$ cat src/rtl/frame_draw_scheduler_if.sv
// Object, sprite-ROM and framebuffer signals shared between the frame draw
// scheduler (master) and the objects, sprite ROM and framebuffer around it (slave).
interface frame_draw_scheduler_if #(
  parameter int NUM_OBJ = 4,
  parameter int COLOR_W = 4
);
  logic [8:0]           PixelX;
  logic [8:0]           PixelY;
  logic [NUM_OBJ-1:0]   obj_hit;
  logic [16*NUM_OBJ-1:0] obj_addr;
  logic [15:0]          rom_addr;
  logic                 rom_ce;
  logic [COLOR_W-1:0]   rom_data;
  logic                 fb_we;
  logic [16:0]          fb_addr;
  logic [COLOR_W-1:0]   fb_data;
  logic                 fb_ready;

  modport master (
    output PixelX, PixelY, rom_addr, rom_ce, fb_we, fb_addr, fb_data,
    input  obj_hit, obj_addr, rom_data, fb_ready
  );

  modport slave (
    input  PixelX, PixelY, rom_addr, rom_ce, fb_we, fb_addr, fb_data,
    output obj_hit, obj_addr, rom_data, fb_ready
  );
endinterface

$ cat src/rtl/frame_draw_scheduler.sv
// Raster-scans the framebuffer once per frame_clk edge, arbitrates sprite hits by
// fixed priority, fetches the winner's ROM pixel and writes the colour index out.
module frame_draw_scheduler #(
  parameter int NUM_OBJ = 4,
  parameter int H_PIX   = 320,
  parameter int V_PIX   = 240,
  parameter int ROM_LAT = 2,
  parameter int COLOR_W = 4,
  parameter logic [COLOR_W-1:0] TRANSPARENT = '0,
  parameter logic [COLOR_W-1:0] BG_INDEX    = '0
) (
  input  logic Clk,
  input  logic Reset,
  input  logic frame_clk,
  frame_draw_scheduler_if.master bus,
  output logic busy,
  output logic frame_done,
  output logic overrun
);
  typedef enum logic [1:0] {IDLE, SCAN, DRAIN} state_t;

  localparam logic [8:0]  X_LAST   = 9'(H_PIX - 1);
  localparam logic [8:0]  Y_LAST   = 9'(V_PIX - 1);
  localparam logic [16:0] LINE_LEN = 17'(H_PIX);

  state_t state;
  logic   prev_frame_clk;
  logic   frame_edge;
  logic   stall;
  logic   pipe_valid;
  logic   last_accept;
  logic   any_hit;
  logic [15:0] win_addr;
  logic [16:0] pix_addr;

  logic        valid_a;
  logic        hit_a;
  logic [16:0] addr_a;
  logic [ROM_LAT-1:0]        d_valid;
  logic [ROM_LAT-1:0]        d_hit;
  logic [ROM_LAT-1:0][16:0]  d_addr;

  assign frame_edge  = frame_clk & ~prev_frame_clk;
  assign stall       = bus.fb_we & ~bus.fb_ready;
  assign pipe_valid  = valid_a | (|d_valid);
  assign last_accept = (state == DRAIN) & bus.fb_we & bus.fb_ready & ~pipe_valid;
  assign bus.rom_ce  = ~stall & (pipe_valid | (state == SCAN));
  assign any_hit     = |bus.obj_hit;
  assign pix_addr    = 17'(bus.PixelY) * LINE_LEN + 17'(bus.PixelX);

  // Lowest index wins, so scan from the lowest priority upwards and let later hits override.
  always_comb begin
    win_addr = '0;
    for (int i = NUM_OBJ - 1; i >= 0; i--) begin
      if (bus.obj_hit[i]) win_addr = bus.obj_addr[16*i +: 16];
    end
  end

  always_ff @(posedge Clk) begin
    if (Reset) begin
      state          <= IDLE;
      prev_frame_clk <= 1'b1;
      bus.PixelX     <= '0;
      bus.PixelY     <= '0;
      busy           <= 1'b0;
      frame_done     <= 1'b0;
      overrun        <= 1'b0;
    end else begin
      prev_frame_clk <= frame_clk;
      frame_done     <= 1'b0;
      // The frame_done cycle still belongs to the finished frame, so an edge there is an overrun.
      if (frame_edge && (state != IDLE || frame_done)) overrun <= 1'b1;
      case (state)
        IDLE: begin
          if (frame_edge && !frame_done) begin
            state      <= SCAN;
            busy       <= 1'b1;
            bus.PixelX <= '0;
            bus.PixelY <= '0;
          end
        end
        SCAN: begin
          if (!stall) begin
            if (bus.PixelX == X_LAST && bus.PixelY == Y_LAST) begin
              state <= DRAIN;
            end else if (bus.PixelX == X_LAST) begin
              bus.PixelX <= '0;
              bus.PixelY <= bus.PixelY + 9'd1;
            end else begin
              bus.PixelX <= bus.PixelX + 9'd1;
            end
          end
        end
        DRAIN: begin
          if (last_accept) begin
            state      <= IDLE;
            busy       <= 1'b0;
            frame_done <= 1'b1;
          end
        end
        default: state <= IDLE;
      endcase
    end
  end

  // Hit flag and pixel address ride a delay line that advances with rom_ce, so they
  // stay aligned with rom_data however the ROM pipeline is stalled.
  always_ff @(posedge Clk) begin
    if (Reset) begin
      bus.rom_addr <= '0;
      valid_a      <= 1'b0;
      hit_a        <= 1'b0;
      addr_a       <= '0;
      d_valid      <= '0;
      d_hit        <= '0;
      d_addr       <= '0;
      bus.fb_we    <= 1'b0;
      bus.fb_addr  <= '0;
      bus.fb_data  <= '0;
    end else begin
      if (!stall) begin
        valid_a      <= (state == SCAN);
        hit_a        <= (state == SCAN) && any_hit;
        bus.rom_addr <= ((state == SCAN) && any_hit) ? win_addr : 16'd0;
        addr_a       <= pix_addr;
        bus.fb_we    <= bus.rom_ce & d_valid[ROM_LAT-1];
        bus.fb_addr  <= d_addr[ROM_LAT-1];
        bus.fb_data  <= (d_hit[ROM_LAT-1] && bus.rom_data != TRANSPARENT) ? bus.rom_data
                                                                          : BG_INDEX;
      end
      if (bus.rom_ce) begin
        for (int k = ROM_LAT - 1; k > 0; k--) begin
          d_valid[k] <= d_valid[k-1];
          d_hit[k]   <= d_hit[k-1];
          d_addr[k]  <= d_addr[k-1];
        end
        d_valid[0] <= valid_a;
        d_hit[0]   <= hit_a;
        d_addr[0]  <= addr_a;
      end
    end
  end
endmodule

$ cat src/flat_wrapper.sv
// flat-port wrapper written by rule: the top's interface ports become plain ports
module frame_draw_scheduler_flat 
#(
  parameter int NUM_OBJ = 4,
  parameter int H_PIX   = 320,
  parameter int V_PIX   = 240,
  parameter int ROM_LAT = 2,
  parameter int COLOR_W = 4,
  parameter logic [COLOR_W-1:0] TRANSPARENT = '0,
  parameter logic [COLOR_W-1:0] BG_INDEX    = '0
)
  (Clk, Reset, frame_clk, busy, frame_done, overrun, bus_PixelX, bus_PixelY, bus_rom_addr, bus_rom_ce, bus_fb_we, bus_fb_addr, bus_fb_data, bus_obj_hit, bus_obj_addr, bus_rom_data, bus_fb_ready);
  frame_draw_scheduler_if #(.NUM_OBJ(NUM_OBJ), .COLOR_W(COLOR_W)) bus_i ();
  input  logic Clk;
  input  logic Reset;
  input  logic frame_clk;
  output logic busy;
  output logic frame_done;
  output logic overrun;
  output wire logic [$bits(bus_i.PixelX)-1:0] bus_PixelX;
  output wire logic [$bits(bus_i.PixelY)-1:0] bus_PixelY;
  output wire logic [$bits(bus_i.rom_addr)-1:0] bus_rom_addr;
  output wire logic [$bits(bus_i.rom_ce)-1:0] bus_rom_ce;
  output wire logic [$bits(bus_i.fb_we)-1:0] bus_fb_we;
  output wire logic [$bits(bus_i.fb_addr)-1:0] bus_fb_addr;
  output wire logic [$bits(bus_i.fb_data)-1:0] bus_fb_data;
  input wire logic [$bits(bus_i.obj_hit)-1:0] bus_obj_hit;
  input wire logic [$bits(bus_i.obj_addr)-1:0] bus_obj_addr;
  input wire logic [$bits(bus_i.rom_data)-1:0] bus_rom_data;
  input wire logic [$bits(bus_i.fb_ready)-1:0] bus_fb_ready;
  assign bus_PixelX = bus_i.PixelX;
  assign bus_PixelY = bus_i.PixelY;
  assign bus_rom_addr = bus_i.rom_addr;
  assign bus_rom_ce = bus_i.rom_ce;
  assign bus_fb_we = bus_i.fb_we;
  assign bus_fb_addr = bus_i.fb_addr;
  assign bus_fb_data = bus_i.fb_data;
  assign bus_i.obj_hit = bus_obj_hit;
  assign bus_i.obj_addr = bus_obj_addr;
  assign bus_i.rom_data = bus_rom_data;
  assign bus_i.fb_ready = bus_fb_ready;
  frame_draw_scheduler #(.NUM_OBJ(NUM_OBJ), .H_PIX(H_PIX), .V_PIX(V_PIX), .ROM_LAT(ROM_LAT), .COLOR_W(COLOR_W), .TRANSPARENT(TRANSPARENT), .BG_INDEX(BG_INDEX)) u_core (.Clk(Clk), .Reset(Reset), .frame_clk(frame_clk), .bus(bus_i), .busy(busy), .frame_done(frame_done), .overrun(overrun));
endmodule
$ cat config.mk
export PLATFORM = sky130hd
export DESIGN_NAME = frame_draw_scheduler_flat
export DESIGN_NICKNAME = d
export VERILOG_FILES = /design/src/rtl/frame_draw_scheduler_if.sv /design/src/rtl/frame_draw_scheduler.sv /design/src/flat_wrapper.sv
export SDC_FILE = /design/constraint.sdc
export NUM_CORES = 1
export LEC_CHECK = 0
export CORE_ASPECT_RATIO = 0.6
export CORE_MARGIN = 10
export CORE_UTILIZATION = 45
export CTS_CLUSTER_DIAMETER = 80
export DETAILED_ROUTE_END_ITERATION = 8
export GPL_ROUTABILITY_DRIVEN = 0
export PLACE_DENSITY_LB_ADDON = 0.1
export SLEW_MARGIN = 10
export SYNTH_ARGS = -nofsm -noshare
export SYNTH_HDL_FRONTEND = slang
export SYNTH_SLANG_ARGS = --single-unit
$ cat constraint.sdc
create_clock -name Clk -period 2.7 [get_ports Clk]
set_clock_uncertainty 0.05 [all_clocks]
set_input_delay 0.405 -clock Clk [delete_from_list [all_inputs] [get_ports Clk]]
set_output_delay 0.405 -clock Clk [all_outputs]
set_load 0.01 [all_outputs]
== Word level (Yosys, flattened, before mapping) ==
Index checks and enable logic that the tools add are counted.
Word-level totals
  bits in registers: 119
  bits in latches: 0
  bits in writable memories: 0
  ROM bits: 0
  input port bits: 76
  output and inout port bits: 60
  logic and storage cells: 89
  memories: 0
Cells by class
  add/sub/neg operators: 3
  multipliers: 1
  divide/modulo/power cells: 0
  order comparisons: 0
  equal/unequal tests: 10
  shift operators: 0
  muxes and demuxes: 24
  bitwise operators: 14
  reductions and logical operators: 19
Operator list (number)
  $mux W16: 5
  $mux W9: 7
  $pmux W9 S2: 2
  $add A9 B1 Y9 const B: 2
  $add A17 B9 Y17: 1
  $mul A9 B3 Y11 const B: 1
  $eq A9 B8 Y1 const B: 1
  $eq A9 B9 Y1 const B: 1
  $mux W2: 4
  $ne A2 B2 Y1 const B: 4
  $reduce_and A4 Y1: 2
  $and A1 B1 Y1: 7
  $pmux W2 S3: 1
  $reduce_bool A2 Y1: 3
  $logic_and A1 B1 Y1: 5
  $not A1 Y1: 5
  $reduce_and A5 Y1: 1
  $mux W4: 1
  $ne A2 B1 Y1 const B: 2
  $reduce_bool A4 Y1: 1
  $reduce_or A2 Y1: 2
  $reduce_or A4 Y1: 1
  $mux W1: 3
  $reduce_and A3 Y1: 1
  7 further kinds: 8

== Logic depth before layout (Yosys ltp) ==
Gate-level depths: netlist of the first run.
  depth after elaboration: 6
  gate-level depth with buffers: 8

== Worst setup path before layout of the first run ==
Ideal clock, no wire load.
  path kind: register -> register
  start: reg u_core.bus.PixelY[3]
  end: reg u_core.addr_a[16]
  library setup time: 0.127 ns
  data arrival time: 2.873 ns
  required time: 2.523 ns
  slack: -0.351 ns
  stages on the path, launching flop included: 9
  period minus slack after synthesis: 3.051 ns
  cell sequence: dfxtp_1 ha_1 ha_1 fa_1 a211oi_2 o22ai_1 or4b_4 o2111ai_1 or3b_1
On the way
  word-level cells in the longest chain between the ends: 2
Ends and longest elaborated chain
  from (decl): line frame_draw_scheduler_if.sv:20  | output PixelX, PixelY, rom_addr, rom_ce, fb_we, fb_addr, fb_data,
  from (signal assigned): line frame_draw_scheduler.sv:88  | bus.PixelY <= bus.PixelY + 9'd1;
  $mul A9 B3 Y11: line frame_draw_scheduler.sv:49  | assign pix_addr = 17'(bus.PixelY) * LINE_LEN + 17'(bus.PixelX);
  $add A17 B9 Y17: line frame_draw_scheduler.sv:49
  to (signal assigned): line frame_draw_scheduler.sv:125  | addr_a <= pix_addr;
  to (decl): line frame_draw_scheduler.sv:38  | logic [16:0] addr_a;
Every way passes these cells.
A chain may end at the register's enable or synchronous reset.

== Final worst setup path of the first run ==
  start: reg u_core.bus.PixelY[1]
  end: reg u_core.addr_a[16]
Same word-level chain as after synthesis.

==> results of run 1 <==
==> state kept, by name (all words and copies together), names as in the netlist <==
signal,cells
u_core.bus.fb_addr,17
u_core.d_hit,2
u_core.bus.rom_addr,16
u_core.addr_a,17
u_core.bus.fb_data,4
u_core.prev_frame_clk,1
u_core.d_addr,34
u_core.bus.PixelX,9
u_core.valid_a,1
u_core.d_valid,2
u_core.frame_done,1
u_core.state,2
u_core.busy,1
u_core.hit_a,1
u_core.overrun,1
u_core.bus.PixelY,9
u_core.bus.fb_we,1
==> cell usage in the layout (no fill, tap or decap), types with 6 or more instances in the layout <==
cell | Yosys | layout
nand3_1 | 13 | 13
nor3_1 | 7 | 7
a21oi_1 | 104 | 104
ha_1 | 19 | 15
a221o_1 | 16 | 16
clkdlybuf4s50_1 | 0 | 134
o2111ai_1 | 19 | 18
o31ai_1 | 6 | 6
nand2b_1 | 22 | 22
or3_1 | 11 | 11
dfxtp_1 | 119 | 113
clkbuf_16 | 0 | 17
o21ai_0 | 14 | 14
nand2_1 | 167 | 167
inv_1 | 9 | 9
nor2_1 | 27 | 27
buf_4 | 6 | 34
or4_1 | 8 | 8
==> report_power, final <==
group          total (mW)  internal, mW  switching, mW
registers            1.78          1.77         0.0110
logic               0.323         0.161          0.163
clock network        2.36          1.47          0.883
total                4.46          3.40           1.06
==> critical path: stages (launching register included) <==
cell and delay [ns]:
dfxtp_4 0.35, ha_4 0.24, ha_4 0.16, fa_2 0.38
xor2_2 0.18, o2111a_2 0.23, or4b_4 0.50, o2111ai_2 0.20
or3b_1 0.36
==> timing repair <==
item | in CTS | in global routing
setup buffers | 0 | 1
resized for setup | 4 | 3
pin swaps | 4 | 1
setup endpoints to repair | 2 | 2
==> per-layer routing <==
metal,up-vias,part of all wire (%),track usage [%]
met3,25,6.5,4.97
met2,170,43,29.9
met1,2594,49,26.1
li1,2707,-,-
met5,-,0,0
met4,0,1.3,6.41
==> area by class of cell <==
type                    count  area (µm²)
repair buffers            169        1620
multi-input cells         507        3010
well taps                 165         206
flip-flops and latches    119        2390
clock buffers              17         425
clock inverters            15         194
fillers                  1014        4180
inverters                  10        37.5
==> path summary, 6_finish.rpt <==
check	endpoint	slack, ns	cells after the start
setup / recovery	u_core.addr_a[16]	-0.09	8
hold / removal	u_core.d_addr[30]	0.40	2
setup reg to reg	u_core.addr_a[16]	-0.09	8
hold reg to reg	u_core.d_addr[30]	0.40	2
==> kinds of logic (layout without fill, tap and decap cells) <==
group | after synthesis | count (layout) | synth area share (%)
AO/OA/AOI/OAI | 187 | 187 | 21.8
XOR/XNOR | 8 | 8 | 1.40
adder cells (fa/ha/maj) | 21 | 21 | 5.01
buffers and inverters | 58 | 211 | 4.37
flip-flops | 119 | 119 | 42.9
multiplexers | 4 | 4 | 0.722
AND/OR/NAND/NOR | 287 | 287 | 23.8
==> out/summary.log, run 1 <==
qor: synth.ys.flop_type dfxtp_1
qor: routing.route.detailed.wl_per_inst 17.3 µm
qor: run.max-cap-violations 0
qor: worst_setup_path.critical_path.startpoint u_core.bus.PixelY[1]
qor: floorplanning.die_area 0.0173 mm²
qor: synth.syn_area_per_cell 8.11 µm²
qor: cells_and_area.final_layout_size_suffix_gt1_share 11.7%
qor: synth.synth_async_sr_flop_share 0%
qor: synth.synth_edf_count 0
qor: cells_and_area.layout-area-overhead-vs-synth 42.1%
qor: synth.seq_area_frac_synth 42.9%
qor: routing.drt_drc_violations_left 0
qor: synth.synth_cells 684
qor: synth.synth.lib_cells_used.distinct 58
qor: synth.synth.area.top_cells dfxtp_1 (43%), nand2_1 (11%), a21oi_1 (9.4%)
qor: floorplanning.die_h 106 µm
qor: timing.tns -0.114 ns
qor: synth.synthesis.yosys.warnings 0
qor: power.pwr_density_cell 566 mW/mm²
qor: synth.dominant_cell_type_by_area_after_synthesis dfxtp_1
qor: timing.unrepaired_setup_endpoints_after_global_routing yes
qor: global_route.grt_overflow_total 0
qor: synth.synthMostInstantiatedCell nand2_1
qor: routing.vias_per_cell 5.49
qor: cells_and_area.design_area 0.00789 mm²
qor: power.vdd_drop_max 0.504 mV
qor: cells_and_area.insertedDiodeCount 0
qor: worst_setup_path.worstReg2RegStart u_core.bus.PixelY[1]
qor: power.leakage 2.77 nW
qor: floorplanning.io_pins 136
qor: run_status.failed_checks setup timing
qor: run_status.status finished with violations
qor: timing.hold_violation_total_from_the_final_report 0
qor: clocking.cts_buffer_depth 2
qor: timing.finalCritPeriodShare 103%
qor: routing.detailed_routing_iterations_pass_1 5
qor: synth.synth.top_cell.area_share 42.9%
qor: worst_hold_path.hold_path_startpoint u_core.d_addr[13]
qor: clocking.clock_net_sink_count 119
qor: routing.antenna_violating_nets_post_route 0
qor: timing.finalCriticalPeriod 2.79 ns
qor: global_route.grt_antenna_before_repair 0
qor: routing.iteration_0_drc_count_of_the_detailed_router 362
qor: timing.layout_setup_ws -0.0855 ns
qor: cells_and_area.final_nets 921
qor: global_route.grt_start_max_net_pins 67
qor: global_route.first_global_vias 5,352
qor: clocking.htreeDepth 4
qor: worst_setup_path.arrival 3.03 ns
qor: place.dpl.hpwl 12,400 µm
qor: routing.route.vias.total 5,496
qor: place.quantity_of_i_o_buffers_inserted_on_ports 135
qor: clocking.cts_tree yes
qor: cells_and_area.utilization 65.4%
qor: worst_setup_path.crit_type register to register
qor: timing.maxSlewViolCount 0
qor: floorplanning.fp.dieW 163 µm
qor: worst_setup_path.critical_path_peak_fanout 3
qor: worst_setup_path.timing.critical_path.required 2.94 ns
qor: synth.syn_area 0.00555 mm²
qor: timing.final_count_of_negative_setup_slack_endpoints 2
qor: synth.synth_seq_cells 119
qor: clocking.numCtsBuffers 17
qor: clocking.clock_latency 0.41 ns
qor: floorplanning.floorplan.rows 31
qor: timing.fmax 359 MHz
qor: clocking.cts_hold_repair.buffers 0
qor: synth.postSynthNetCount 781
qor: timing.fin_worst_hold_slack 0.397 ns
qor: synth.synth_commonest_cells nand2_1 (167), dfxtp_1 (119), a21oi_1 (104)
qor: cells_and_area.number_of_standard_cells_in_the_layout_taps_in_and_fillers_out 1,002
qor: place.dp_slack -0.127 ns
qor: power.report.power.total 4.46 mW
qor: floorplanning.core_area 0.0121 mm²
qor: worst_setup_path.worstSetupStartpointType register
qor: routing.detail_route.wirelength 17,300 µm
qor: place.placedInstanceArea 0.00722 mm²
qor: global_route.first_pass_grt_wire_length 27,800 µm
qor: worst_setup_path.end_kind register
qor: clocking.cts.reportedPaths.clkPinSlew 0.06 ns
qor: timing.worst_pin_slew 1.27 ns
qor: floorplanning.initial_utilization 46.0%
qor: global_route.gr-usage-all-layers 19.5%
qor: timing.timing.max_slew.rel_slack 15.1%
qor: worst_hold_path.holdCritPathClass register to register
qor: clocking.cts.root.buffer_cell clkbuf_16
qor: place.post-place-cells 969
Power figures use the tool's default switching activity.
==> run 2: changes to the inputs <==
--- a/config.mk
+++ b/config.mk
@@ -9,8 +9,10 @@
 export CORE_MARGIN = 10
 export CORE_UTILIZATION = 45
 export CTS_CLUSTER_DIAMETER = 80
+export CTS_CLUSTER_SIZE = 8
 export DETAILED_ROUTE_END_ITERATION = 8
 export GPL_ROUTABILITY_DRIVEN = 0
+export GPL_TIMING_DRIVEN = 0
 export PLACE_DENSITY_LB_ADDON = 0.1
 export SLEW_MARGIN = 10
 export SYNTH_ARGS = -nofsm -noshare
==> out/summary.log, run 2 (synthesis gave the netlist of run 1 again) <==
qor: clocking.htreeDepth 4 [unchanged]
qor: cells_and_area.top_register u_core.d_addr
qor: timing.finalCritPeriodShare 101% [-2.3 points]
qor: floorplanning.fp.dieW 163 µm [unchanged]
qor: place.dpl.hpwl 13,500 µm [+8.8%]
qor: worst_hold_path.hold_path_startpoint u_core.bus.fb_data[2]
qor: worst_setup_path.rrSetupSlack -0.02 ns [+0.06 ns]
qor: cells_and_area.largestRegisters u_core.d_addr: 34 flops, u_core.addr_a: 17 flops, u_core.bus.fb_addr: 17 flops
qor: clocking.clock_latency 0.41 ns [about the same]
qor: timing.finalCriticalPeriod 2.72 ns [-0.0625 ns]
qor: cells_and_area.layout-area-overhead-vs-synth 43.5%
qor: cells_and_area.final_nets 939 [+2.0%]
qor: clocking.clock_net_sink_count 119 [unchanged]
qor: timing.final_count_of_negative_setup_slack_endpoints 1 [-1]
qor: cells_and_area.max_ffs_per_register 34 [unchanged]
qor: global_route.grt_antenna_before_repair 0 [unchanged]
qor: run_status.failed_checks setup timing
qor: timing.unrepaired_setup_endpoints_after_global_routing yes
qor: routing.detailed_routing_iterations_pass_1 5 [unchanged]
qor: timing.fmax 367 MHz [+2.3%]
qor: power.leakage 2.75 nW [-0.69%]
qor: clocking.numCtsBuffers 17 [unchanged]
qor: routing.route.detailed.wl_per_inst 17.7 µm [+2.3%]
qor: clocking.cts_hold_repair.buffers 0 [unchanged]
qor: clocking.cts_buffer_depth 2 [unchanged]
qor: worst_setup_path.worstSetupStartpointType register
qor: timing.worst_pin_slew 0.685 ns [-0.586 ns]
qor: routing.iteration_0_drc_count_of_the_detailed_router 533 [+47%]
qor: place.quantity_of_i_o_buffers_inserted_on_ports 134 [-0.74%]
qor: global_route.gr-usage-all-layers 20.1% [+0.68 points]
qor: global_route.grt_start_max_net_pins 20 [-70%]
qor: routing.antenna_violating_nets_post_route 0 [unchanged]
qor: power.vdd_drop_max 0.464 mV [-7.9%]
qor: worst_setup_path.worstRegToRegCells 7 [-1]
qor: timing.maxSlewViolCount 0 [unchanged]
qor: timing.hold_violation_total_from_the_final_report 0 [unchanged]
qor: floorplanning.initial_utilization 46.0% [unchanged]
qor: worst_setup_path.crit_type register to register
qor: routing.drt_drc_violations_left 0 [unchanged]
qor: routing.route.vias.total 5,631 [+2.5%]
qor: place.post-place-cells 983 [+1.4%]
qor: worst_setup_path.worstReg2RegStart u_core.bus.PixelY[3]
qor: run_status.status finished with violations
qor: floorplanning.floorplan.rows 31 [unchanged]
qor: worst_setup_path.arrival 2.96 ns [-0.07 ns]
qor: worst_setup_path.end_kind register
qor: worst_hold_path.worstHoldEndpoint u_core.bus.fb_data[2]
qor: floorplanning.die_area 0.0173 mm² [unchanged]
qor: cells_and_area.leading_cell_type_in_the_layout_fill_and_taps_excluded nand2_1
qor: timing.layout_setup_ws -0.0230 ns [+0.0625 ns]
qor: worst_hold_path.timing.hold.worst_path_depth 2 [unchanged]
qor: clocking.cts_tree yes
qor: cells_and_area.number_of_standard_cells_in_the_layout_taps_in_and_fillers_out 1,020 [+1.8%]
qor: global_route.first_global_vias 5,414 [+1.2%]
qor: cells_and_area.final_layout_size_suffix_gt1_share 9.94% [-1.8 points]
qor: timing.timing.max_slew.rel_slack 54.3% [+39 points]
qor: routing.detail_route.wirelength 18,000 µm [+4.2%]
qor: power.pwr_density_cell 585 mW/mm² [+3.4%]
qor: floorplanning.io_pins 136 [unchanged]
qor: routing.vias_per_cell 5.52 [+0.65%]
qor: global_route.first_pass_grt_wire_length 28,600 µm [+2.9%]
qor: floorplanning.die_h 106 µm [unchanged]
qor: worst_setup_path.critical_path.reg2reg.endpoint u_core.addr_a[16]
qor: global_route.grt_overflow_total 0 [unchanged]
qor: run.max-cap-violations 0 [unchanged]
qor: worst_setup_path.timing.critical_path.required 2.93 ns [about the same]
qor: worst_hold_path.holdCritPathClass register to register
qor: floorplanning.core_area 0.0121 mm² [unchanged]
qor: clocking.cts.root.buffer_cell clkbuf_16
qor: cells_and_area.mostFrequentLayoutCells nand2_1 (166), clkdlybuf4s50_1 (134), dfxtp_1 (110)
qor: cells_and_area.insertedDiodeCount 0 [unchanged]
qor: cells_and_area.utilization 66.0% [+0.65 points]
qor: clocking.cts.reportedPaths.clkPinSlew 0.06 ns [about the same]
qor: worst_setup_path.critical_path_peak_fanout 4 [+1]
[run 2: cell count changes in the layout (fill, tap and decap cells not counted), moves of 3 or more]
cell	before	now
clkbuf_1	0	32
buf_4	34	12
buf_1	0	6
dfxtp_1	113	110
[run 2: worst max-delay path by stage]
stage                         start                 to  slack, ns  cells after the start
5_1_grt        u_core.bus.PixelY[4]  u_core.addr_a[16]      -0.14                      7
3_5_place_dp           bus_fb_ready         bus_rom_ce      -0.83                      7
3_3_place_gp           bus_fb_ready         bus_rom_ce      -0.81                      7
6_report       u_core.bus.PixelY[3]  u_core.addr_a[16]      -0.02                      7
2_1_floorplan  u_core.bus.PixelY[1]  u_core.addr_a[16]      -0.06                      8
4_1_cts        u_core.bus.PixelY[1]  u_core.addr_a[16]      -0.07                      8
[run 2: power breakdown]
part           total (mW)  switching [mW]  internal [mW]
logic               0.340           0.174          0.165
registers            1.78          0.0119           1.77
clock network        2.54           0.876           1.66
[run 2: repair_timing]
action | 4_1_cts | 5_1_grt
pin swaps | 6 | 2
gates resized for setup | 13 | 13
buffers inserted | 6 | 0
setup endpoints to repair | 4 | 24
[run 2: layout make-up]
cell class / count / area [µm²]
tap: 165 / 206
timing repair buffer: 140 / 1390
inverter: 10 / 42.5
fill: 999 / 4100
multi-input combinational: 507 / 3060
clock buffer: 17 / 425
sequential: 119 / 2400
clock inverter: 15 / 240
buffer: 47 / 205
[run 2: routing by layer]
| layer | GRT usage, % | part of all wire (%) | vias up |
|---|---|---|---|
| met2 | 30.0 | 42 | 238 |
| met5 | 0 | 0 | - |
| met3 | 5.78 | 9.1 | 19 |
| li1 | - | - | 2745 |
| met1 | 27.9 | 48 | 2629 |
| met4 | 5.13 | 0.93 | 0 |
[run 2: critical path, cell delays in order (launching register included)]
cell and delay (ns):
dfxtp_4 0.37, ha_4 0.22, ha_4 0.16, fa_2 0.56, o2111a_2 0.23, or4b_4 0.49, o2111ai_2 0.17, or3b_1 0.35
[run 2: metrics by stage]
step | total power [mW] | worst slack [ns] | hold WS, ns | TNS, ns | cell area, µm²
2_1_floorplan | 1.96 | -0.0614 | 0.377 | -0.0614 | 5600
3_3_place_gp | 2.14 | -0.812 | 0.391 | -5.41 | 7150
3_5_place_dp | 2.15 | -0.833 | 0.397 | -6.50 | 7150
4_1_cts | 4.67 | -0.0729 | 0.403 | -0.0766 | 7910
5_1_grt | 4.79 | -0.137 | 0.412 | -0.172 | 7970
6_report | 4.66 | -0.0230 | 0.400 | -0.0230 | 7970
==> run 3: changes to the inputs <==
--- a/config.mk
+++ b/config.mk
@@ -5,6 +5,7 @@
 export SDC_FILE = /design/constraint.sdc
 export NUM_CORES = 1
 export LEC_CHECK = 0
+export CAP_MARGIN = 20
 export CORE_ASPECT_RATIO = 0.6
 export CORE_MARGIN = 10
 export CORE_UTILIZATION = 45
==> results of run 3 <==
The final DEF is identical to that of run 2; final timing and power are the same.
==> variant (flow settings as in run 3) <==
`NUM_OBJ` is set to 4 in 3 places; all go to 3.
--- a/src/rtl/frame_draw_scheduler_if.sv
+++ b/src/rtl/frame_draw_scheduler_if.sv
@@ -3,3 +3,3 @@
 interface frame_draw_scheduler_if #(
-  parameter int NUM_OBJ = 4,
+  parameter int NUM_OBJ = 3,
   parameter int COLOR_W = 4
--- a/src/rtl/frame_draw_scheduler.sv
+++ b/src/rtl/frame_draw_scheduler.sv
@@ -3,3 +3,3 @@
 module frame_draw_scheduler #(
-  parameter int NUM_OBJ = 4,
+  parameter int NUM_OBJ = 3,
   parameter int H_PIX   = 320,
--- a/src/flat_wrapper.sv
+++ b/src/flat_wrapper.sv
@@ -3,3 +3,3 @@
 #(
-  parameter int NUM_OBJ = 4,
+  parameter int NUM_OBJ = 3,
   parameter int H_PIX   = 320,
Ports: changed (resized bus_obj_addr and bus_obj_hit); port bits go from 136 to 119. The function was not compared with the original's and may differ.
==> variant against run 3 <==
- design area decreased by 3.4%
- sequential cell count unchanged
- area after synthesis decreased by 0.25%
- die area decreased by 0.21%
- via count decreased by 0.71%
- core utilization decreased by 2.3 points
- routed wire length decreased by 3.7%
- fmax increased by 4.4%
- worst setup slack improved by 120 ps
- total power decreased by 2.6%
- final cell count decreased by 1.1%
- synthesized cell count increased by 1.2%
==> variant: results <==
group,metric,value,unit
place,place_inst,973,
global_route,grt_pass1_vias,5567,
layout,final_cells,1009,
layout,drive_gt1_share,9.72,%
layout,n_antenna_cell,0,
place,post-place-ws,-614,ps
layout,nets,911,
logic_synthesis,synth_area_per_cell,8.00,sq um
clocking,cts.repair.resized,19,
logic_synthesis,yosysSeqAreaShare,43.0,%
outcome,status,"completed",
global_route,antenna_found_initial,0,
worst_setup_path,crit_type,"in2out",
global_route,groute.layer.met2.usage,30.5,%
worst_setup_path,cp.arrival,2150,ps
logic_synthesis,synth_area_leaders,"dfxtp_1 43%, nand2_1 11%, a21oi_1 8.5%",
clocking,post_cts_buffers,2,
clocking,htree_levels,4,
drt,wl_met3,1.68,mm
place,numPortBuffers,116,
logic_synthesis,yosysTopAreaCell,"dfxtp_1",
min_path,hp-start,"u_core.bus.fb_addr[15]",
clocking,clockRootBuffer,"clkbuf_16",
place,placed_area,6910,sq um
logic_synthesis,synth_cells,692,
worst_setup_path,rr_startpoint,"u_core.bus.PixelY[1]",
clocking,clk_pin_slew_worst_paths,60,ps
pwr,internal_power,3.51,mW
logic_synthesis,syn-num-nets,772,
drt,top_layer,"met4",
timing,worstMarginPinSlew,658,ps
worst_setup_path,path_max_fanout,19,
pwr,ir_worst_vdd,0.000406,V
timing,fin_crit,2610,ps
drt,drt-met1-wl,7.82,mm
drt,routed_wl,17.4,mm
global_route,grtUsageMet3,7.09,%
drt,avgViaCountPerCell,5.54,
logic_synthesis,synthTopCellsByCount,"162 x nand2_1, 119 x dfxtp_1, 94 x a21oi_1",
worst_setup_path,rrSetupSlack,120,ps
clocking,cts_max_path_buffers,2,
timing,holdWs,398,ps
global_route,grt_pass1_wl,28.4,mm
drt,drtIter0Drc,395,
logic_synthesis,yosysUniqueCellTypes,58,
pwr,leakage,2.75,nW
timing,tns,0,ps
global_route,grt_util_all_layers,20.0,%
drt,dr_wl_met2,7.68,mm
place,hpwl,13.2,mm
worst_setup_path,crit_path_start,"bus_fb_ready",
global_route,grt_use_met1,26.3,%
logic_synthesis,ys.warnings.count,0,
logic_synthesis,async_flop_share,0,%
[variant: cell count changes in the layout (fill, tap and decap cells not counted), sizes merged, moves of 4 or more]
cell | run 3 | this run
o21ai | 14 | 28
clkdlybuf4s50 | 134 | 116
a22oi | 0 | 33
nor2 | 27 | 46
nand2 | 167 | 162
o2111ai | 19 | 3
a21oi | 104 | 94
nand2b | 22 | 7
o31ai | 6 | 11
a221o | 16 | 0
or3 | 12 | 3
nand4 | 3 | 7
[variant: worst paths after layout]
path / end / depth (start not counted)
max: bus_rom_ce / 6
min: u_core.bus.fb_addr[15] / 2
max reg2reg: u_core.addr_a[16] / 8
min reg2reg: u_core.bus.fb_addr[15] / 2
[variant: layout make-up]
type	count	area [sq um]
Tap cell	165	206
Buffer	49	238
Multi-Input combinational cell	513	2970
Timing Repair Buffer	121	1200
Inverter	10	45.0
Sequential cell	119	2400
Clock buffer	19	453
Fill cell	991	4370
Clock inverter	13	191
[variant: cells by family (layout without fill, tap and decap cells)]
kind of cell	after synthesis	after routing	share of synthesized area, %
flops	119	119	43.0
simple gates	288	288	23.7
xor+xnor	6	6	0.950
buf+inv	60	212	5.00
compound gates	195	195	21.7
mux	3	3	0.543
fa+ha+maj	21	21	5.02
[variant: worst max-delay path, stage by stage]
cell,delay [ps]
clkdlybuf4s50_1,530
nand2b_1,170
clkbuf_4,220
nand2_4,130
inv_8,140
clkdlybuf4s50_1,550
[variant: power by group through the flow]
| stage | Combinational [mW] | Clock (mW) | Sequential (mW) |
|---|---|---|---|
| finish | 0.305 | 2.46 | 1.78 |
| floorplan | 0.141 | 0 | 1.81 |
| global placement | 0.292 | 0 | 1.81 |
| detailed placement | 0.298 | 0 | 1.82 |
| CTS | 0.302 | 2.46 | 1.78 |
| global route | 0.334 | 2.56 | 1.78 |
